File: config.mk
export PLATFORM = sky130hd
export DESIGN_NAME = b2_out_collector
export DESIGN_NICKNAME = d
export VERILOG_FILES = /design/src/rtl/b2oc_pkg.sv /design/src/rtl/b2oc_lane.sv /design/src/rtl/b2_out_collector.sv
export SDC_FILE = /design/constraint.sdc
export NUM_CORES = 2
export LEC_CHECK = 0
export ABC_AREA = 1
export ABC_CLOCK_PERIOD_IN_PS = 4800
export BUFFER_PORTS_ARGS = -buffer_cell sky130_fd_sc_hd__buf_2
export CAP_MARGIN = 0
export CORE_UTILIZATION = 60
export CTS_CLUSTER_SIZE = 8
export DETAILED_ROUTE_END_ITERATION = 16
export HOLD_SLACK_MARGIN = 0.08
export PLACE_DENSITY_LB_ADDON = 0.25
export SLEW_MARGIN = 20
export SYNTH_ARGS = -nofsm -noshare
export SYNTH_HDL_FRONTEND = slang
export SYNTH_HIERARCHICAL = 1
export SYNTH_SLANG_ARGS = --single-unit
File: constraint.sdc
create_clock -name clk -period 4.8 [get_ports clk]
set_input_delay 0.72 -clock clk [delete_from_list [all_inputs] [get_ports clk]]
set_output_delay 0.72 -clock clk [all_outputs]
set_load 0.01 [all_outputs]
File: src/rtl/b2oc_pkg.sv
// Shared types and constants for the Block 2 output collector.
package b2oc_pkg;

    localparam int CH       = 16;               // channels per cycle, one bank each
    localparam int WORD_W   = 32;               // bits per buffer word
    localparam int DEPTH    = 32;               // words per bank
    localparam int ADDR_W   = $clog2(DEPTH);    // word address width
    localparam int BIT_W    = $clog2(WORD_W);   // bit position inside a word
    localparam int FILL_W   = BIT_W + 1;        // 1..WORD_W valid bits in a word
    localparam int POPCNT_W = 11;               // per-channel ones count (frames up to 2047 bits)

    typedef enum logic [1:0] {
        ACC   = 2'd0,   // accepting bits
        FLUSH = 2'd1,   // trailing partial word on the bus
        HOLD  = 2'd2    // buffer owned by downstream
    } state_t;

endpackage

File: src/rtl/b2oc_lane.sv
// One channel lane: MSB-first shift register, left-align pad shifter and,
// when B2OC_POPCOUNT_EN is defined, a count of ones seen in the current frame.
module b2oc_lane
    import b2oc_pkg::*;
(
    input  logic                clk,
    input  logic                rst_n,      // synchronous, active-high
    input  logic                clr,        // frame released, start a fresh frame
    input  logic                shift_en,   // a valid bit is accepted this cycle
    input  logic                bin,
    input  logic [FILL_W-1:0]   fill,       // valid bits in word, including this one
    output logic [WORD_W-1:0]   word
`ifdef B2OC_POPCOUNT_EN
    ,
    output logic [POPCNT_W-1:0] popcnt
`endif
);

    logic [WORD_W-1:0] sh;
    logic [WORD_W-1:0] sh_next;

    // The word written always includes the bit arriving this cycle; a short
    // word is left-aligned so the zero pad lands in the LSBs.
    assign sh_next = {sh[WORD_W-2:0], bin};
    assign word    = sh_next << (FILL_W'(WORD_W) - fill);

    // Shift in accepted bits; older bits simply fall off the top.
    always_ff @(posedge clk) begin
        // NOTE: registers use <= so every lane sees the pre-edge value of sh.
        if (rst_n || clr) begin
            sh <= '0;
        end else if (shift_en) begin
            sh <= sh_next;
        end
    end

`ifdef B2OC_POPCOUNT_EN
    // Count ones of the frame; value is meaningful from frame_done to release.
    always_ff @(posedge clk) begin
        if (rst_n || clr) begin
            popcnt <= '0;
        end else if (shift_en && bin) begin
            popcnt <= popcnt + 1'b1;
        end
    end
`endif

endmodule

File: src/rtl/b2_out_collector.sv
// Block 2 output collector: packs CH channel bit streams MSB-first into
// WORD_W-bit words, writes one frame into the bank buffer, then holds the
// buffer for Block 3 until frame_release.
// Optional feature macro: B2OC_POPCOUNT_EN (adds per-channel popcnt output).
module b2_out_collector
    import b2oc_pkg::*;
#(
    parameter int FRAME_BITS = 1000
) (
    input  logic                   clk,
    input  logic                   rst_n,          // synchronous, active-high
    input  logic [CH-1:0]          bin_i,
    input  logic                   bin_val,
    input  logic                   frame_release,
    output logic [CH*WORD_W-1:0]   buf_din,
    output logic [ADDR_W-1:0]      buf_addr,
    output logic                   buf_we,
    output logic                   buf_en,
    output logic                   frame_done,
    output logic                   busy,
    output logic                   overflow
`ifdef B2OC_POPCOUNT_EN
    ,
    output logic [CH*POPCNT_W-1:0] popcnt
`endif
);

    localparam int WORDS = (FRAME_BITS + WORD_W - 1) / WORD_W;
    localparam int TOT_W = $clog2(FRAME_BITS + 1);
    localparam logic [TOT_W-1:0] LAST_CNT = TOT_W'(FRAME_BITS - 1);

    if (WORDS > DEPTH || FRAME_BITS < 1) begin : g_bad_frame
        $error("b2_out_collector: FRAME_BITS does not fit the buffer");
    end
`ifdef B2OC_POPCOUNT_EN
    if (FRAME_BITS > 2047) begin : g_bad_popcnt
        $error("b2_out_collector: FRAME_BITS too large for popcount width");
    end
`endif

    state_t              state;
    logic [BIT_W-1:0]    bit_cnt;
    logic [TOT_W-1:0]    total_cnt;
    logic [ADDR_W-1:0]   word_addr;
    logic                done_pend;     // entered HOLD straight from ACC

    logic                accept;
    logic                word_full;
    logic                last_bit;
    logic                lane_clr;
    logic [FILL_W-1:0]   fill;
    logic [CH*WORD_W-1:0] lane_bus;

    assign accept    = (state == ACC) && bin_val;
    assign word_full = (bit_cnt == BIT_W'(WORD_W - 1));
    assign last_bit  = (total_cnt == LAST_CNT);
    assign lane_clr  = (state == HOLD) && frame_release;
    assign fill      = {1'b0, bit_cnt} + 1'b1;

    for (genvar k = 0; k < CH; k++) begin : g_lane
        b2oc_lane u_lane (
            .clk      (clk),
            .rst_n    (rst_n),
            .clr      (lane_clr),
            .shift_en (accept),
            .bin      (bin_i[k]),
            .fill     (fill),
            .word     (lane_bus[k*WORD_W +: WORD_W])
`ifdef B2OC_POPCOUNT_EN
            ,
            .popcnt   (popcnt[k*POPCNT_W +: POPCNT_W])
`endif
        );
    end

    // Frame FSM with counters and registered buffer/status outputs. The
    // trailing partial word is registered on the way into FLUSH, so it is on
    // the bus during FLUSH and frame_done follows one cycle later.
    always_ff @(posedge clk) begin
        if (rst_n) begin
            state      <= ACC;
            bit_cnt    <= '0;
            total_cnt  <= '0;
            word_addr  <= '0;
            done_pend  <= 1'b0;
            buf_din    <= '0;
            buf_addr   <= '0;
            buf_we     <= 1'b0;
            buf_en     <= 1'b0;
            frame_done <= 1'b0;
            busy       <= 1'b0;
            overflow   <= 1'b0;
        end else begin
            buf_we     <= 1'b0;
            buf_en     <= 1'b0;
            frame_done <= 1'b0;
            if (bin_val && state != ACC) begin
                overflow <= 1'b1;
            end
            unique case (state)
                ACC: begin
                    if (bin_val) begin
                        bit_cnt   <= bit_cnt + 1'b1;
                        total_cnt <= total_cnt + 1'b1;
                        if (word_full || last_bit) begin
                            buf_we    <= 1'b1;
                            buf_en    <= 1'b1;
                            buf_addr  <= word_addr;
                            buf_din   <= lane_bus;
                            word_addr <= word_addr + 1'b1;
                        end
                        if (last_bit) begin
                            if (word_full) begin
                                state     <= HOLD;
                                done_pend <= 1'b1;
                            end else begin
                                state <= FLUSH;
                                busy  <= 1'b1;
                            end
                        end
                    end
                end
                FLUSH: begin
                    state      <= HOLD;
                    frame_done <= 1'b1;
                end
                HOLD: begin
                    done_pend <= 1'b0;
                    if (done_pend) begin
                        frame_done <= 1'b1;
                        busy       <= 1'b1;
                    end
                    if (frame_release) begin
                        state     <= ACC;
                        busy      <= 1'b0;
                        bit_cnt   <= '0;
                        total_cnt <= '0;
                        word_addr <= '0;
                    end
                end
                default: state <= ACC;
            endcase
        end
    end

endmodule
==> results summary <==
The run finished with clean final reports. During placement, the flow inserted port buffers numbering 541. The number of max-cap violations is 0. The register bit total from synthesis came out at ~1.0k. The area of the die came out at 110900 sq um. The post-synthesis to final-layout area growth came out at 7.885%.

For this run, the leading register cell type out of synthesis is sky130_fd_sc_hd__dfxtp_1. The first-pass GRT wire length came out at roughly 330 mm. The number of rows created at floorplan came out at 121.

The transition time at the pin with the least slew margin came out at 1.079 ns. The post-route cell area is 70910 sq um. The die is 333.0 um tall. The total power divided by cell area came out at approximately 590 nW/um^2.

The x dimension of the die came out at 333.0 um. The number of instances in the synthesized netlist is approximately 11k. The min-delay analysis places its worst path in the category input port to flip-flop. The number of hold buffers added after cts is 0.

The clock-pin slew reported for the worst setup and hold paths after clock tree synthesis came out at around 0.05 ns. The post-route clock period utilization came out at 83.58%. STA classifies the critical path endpoint as a flip-flop. The worst setup path is launched from a flip-flop.

The highest attainable clock frequency is 0.2493 GHz. The clock insertion delay at the later pin of the skew report came out at just under 0.8 ns. The final hold violation count is 0.

The count of cells resized by post-cts repair is 0. Of the synthesized area, sequential elements account for a little under a third. The final cell utilization of the core came out at between 60% and 70%.

In this run, the number of DRC markers left after iteration 0 of detailed routing was 8327. The average vias per placed instance is 6.023. The data arrival time at the worst-slack endpoint came out at 4.64 ns. The buffer levels on the longest clock path came out at 3. The sum of negative setup slack came out at 0 ns.

The total of endpoints with negative setup slack in the final report came out at 0. The total clock buffers created by CTS came out at 149. The top-area cell type share of the netlist area is between 30% and 40%. The largest total area in the synthesized netlist belongs to sky130_fd_sc_hd__dfxtp_1. For this design the top-level I/O count stands at ~540. The layout filler cell count came out at slightly above 10k. The final cell count without fillers is 12.06k. Clock tree synthesis selected as its root buffer the cell sky130_fd_sc_hd__clkbuf_16. The initial core utilization is 60.46%. The total count of max-transition violations in the final report is 0. TritonCTS built the clock tree. The relative slew slack came out at 28.00%. The final antenna-violating net count is 0. After synthesis, the share of flip-flops with an asynchronous set or reset is 0%. Of the cells placed in the final design, the portion with a size suffix greater than 1 is 11.46%.

Setup repair after global routing left no endpoint under its margin. The number of sinks on the clock net is 1040. The depth of the CTS H-tree came out at 4.

The wire-length estimate of the detail-placed layout is about 150 mm. Summed over all layers, the global routing overflow is 0. The commonest non-fill, non-tap cell in the layout is sky130_fd_sc_hd__nand3_1. The worst-case IR drop observed on VDD is about 0.39 mV. The required arrival time at the worst endpoint came out at 5.43 ns. The number of nets handed over by synthesis was 10.65k. The final route contains 72.60k vias. Across the routed clock network, the largest skew measured is 0.03639 ns. Entering global routing, the biggest net connects 206 pins. The synthesized area divided by synthesized cell count came out at 6.195 sq um. Once placement finished, the instance area stood at 66920 sq um. The placed cell count is 11.88k. The iteration count of the initial detailed-routing pass is 9. The top cell types in the final layout, fill and taps aside, are sky130_fd_sc_hd__nand3_1, sky130_fd_sc_hd__nand2_1, sky130_fd_sc_hd__nor2_1.

The cell area after technology mapping is 65730 sq um. After detailed routing, the average wire length per cell comes to between 15 and 20 um. The number of synthesis warnings came out at 6. The smallest clock period supported by the final layout is computed as 4.012 ns. For this run, design rule violations remaining after detail routing come to 0. By area the synthesized netlist is led by sky130_fd_sc_hd__dfxtp_1, sky130_fd_sc_hd__nand3_1, sky130_fd_sc_hd__nand2_1, sky130_fd_sc_hd__nor2_1, sky130_fd_sc_hd__a21oi_1. The global router's overall resource usage came out at 36.00%. The final-stage net count came out at 10.66k.

The synthesized design contains 0 enable-type register cells. The count of buffers added by post-CTS timing repair for setup is 0. The initial antenna violation count came out at 2. The total leakage power came out at between 20 and 30 nW. For this block, the routed nets add up to 209.1 mm of wire.

The critical path is of the flip-flop to flip-flop type. At the end of routability-driven placement, the weighted congestion stood at ~1. The via count of the first global-routing pass came to about 64k. The floorplan step defined a core boundary enclosing 108700 sq um. The unique cell type count in the Yosys netlist is 35. The maximum net fanout on the critical path came out at 30.
cells in the mapped netlist (16+ instances only):
cell type                  count
sky130_fd_sc_hd__buf_6        74
sky130_fd_sc_hd__inv_4        16
sky130_fd_sc_hd__clkbuf_1    284
sky130_fd_sc_hd__buf_1        16
sky130_fd_sc_hd__inv_6        16
sky130_fd_sc_hd__nand2_2      49
sky130_fd_sc_hd__buf_4        56
sky130_fd_sc_hd__nor2_8       16
sky130_fd_sc_hd__inv_1       136
sky130_fd_sc_hd__nor2_4      112
sky130_fd_sc_hd__dfxtp_1    1040
sky130_fd_sc_hd__a21oi_1     530
sky130_fd_sc_hd__o21ai_1      65
sky130_fd_sc_hd__o21ai_0     460
sky130_fd_sc_hd__nand3_2      16
sky130_fd_sc_hd__inv_2        33
sky130_fd_sc_hd__nand3_1    3039
sky130_fd_sc_hd__nor2_2       97
sky130_fd_sc_hd__xnor2_1      16
sky130_fd_sc_hd__buf_2       337
sky130_fd_sc_hd__xor2_2       16
sky130_fd_sc_hd__buf_8        16
sky130_fd_sc_hd__nor2_1     1184
sky130_fd_sc_hd__ha_1         23
sky130_fd_sc_hd__nor3_1       65
sky130_fd_sc_hd__nand2_1    2834
sky130_fd_sc_hd__or2_2        16
sky130_fd_sc_hd__nand4_1      20
sky130_fd_sc_hd__nand2_4      17
per-stage QoR:
step	power [mW]	hold slack, ns	worst slack (ns)
6_report	41.85	0.2530	0.7883
5_1_grt	44.83	0.2551	0.5468
4_1_cts	41.45	0.2146	0.8716
3_5_place_dp	31.99	0.4509	0.8935
3_3_place_gp	31.88	0.4486	0.8492
2_1_floorplan	28.36	0.4344	0.7081
sequential cells by signal, indices dropped and copies added, names as in the netlist:
| signal | count |
|---|---|
| word_addr | 5 |
| g_lane.u_lane/sh | 496 |
| buf_addr | 5 |
| bit_cnt | 5 |
| buf_en | 1 |
| total_cnt | 10 |
| state | 2 |
| buf_din | 512 |
| done_pend | 1 |
| overflow | 1 |
| frame_done | 1 |
| busy | 1 |
power breakdown:
group,total [mW],switching [mW],internal (mW)
Sequential,8.81,0.0888,8.72
Clock,9.39,3.79,5.60
Combinational,23.6,16.9,6.77
Total,41.9,20.8,21.1
final timing paths:
| kind | start | end | slack [ns] | depth (start not counted) |
|---|---|---|---|---|
| max | bit_cnt[0]$_SDFFE_PP0P_ | buf_din[187]$_SDFFE_PP0P_ | 0.79 | 12 |
| max reg2reg | bit_cnt[0]$_SDFFE_PP0P_ | buf_din[187]$_SDFFE_PP0P_ | 0.79 | 12 |
| min reg2reg | total_cnt[2]$_SDFFE_PP0P_ | total_cnt[2]$_SDFFE_PP0P_ | 0.46 | 2 |
| min | bin_i[1] | g_lane[1].u_lane/sh[0]$_SDFFE_PP0P_ | 0.25 | 3 |
cells by family after synthesis:
family / share of synthesized area (%)
AND/OR/NAND/NOR: 51.29
AO/OA/AOI/OAI: 8.056
flip-flops: 31.68
buffers and inverters: 7.902
XOR/XNOR: 0.6358
adder cells (fa/ha/maj): 0.4379
layer usage:
layer / vias to the layer above / track usage, % / share of wire (%)
met2: 3053 / 58.22 / 46
met5: - / 0 / 0
met4: 0 / 12.80 / 3.2
met1: 33760 / 48.76 / 43
li1: 35360 / - / -
met3: 431 / 5.119 / 7.6
critical path, cell delays in order (launching register included):
cell and delay (ns):
sky130_fd_sc_hd__dfxtp_1 0.41, sky130_fd_sc_hd__ha_2 0.88, sky130_fd_sc_hd__buf_4 0.45, sky130_fd_sc_hd__inv_1 0.08, sky130_fd_sc_hd__ha_1 0.30, sky130_fd_sc_hd__inv_1 0.69
sky130_fd_sc_hd__nand3_1 0.27, sky130_fd_sc_hd__nand3_1 0.18, sky130_fd_sc_hd__nand3_1 0.15, sky130_fd_sc_hd__nand3_1 0.15, sky130_fd_sc_hd__nand2_1 0.06, sky130_fd_sc_hd__o21ai_0 0.18
sky130_fd_sc_hd__nor2_1 0.07
cell type report:
cell class | count | area (sq um) | area share (%)
well taps | 1414 | 1769 | 2.495
diodes | 1 | 2.502 | 0.003529
flip-flops and latches | 1040 | 20820 | 29.36
clock buffers | 161 | 3859 | 5.442
clock inverters | 12 | 130.1 | 0.1835
multi-input cells | 8582 | 39760 | 56.08
inverters | 203 | 912.1 | 1.286
repair buffers | 642 | 3654 | 5.152
No activity file was read; power rests on OpenSTA's default activity.
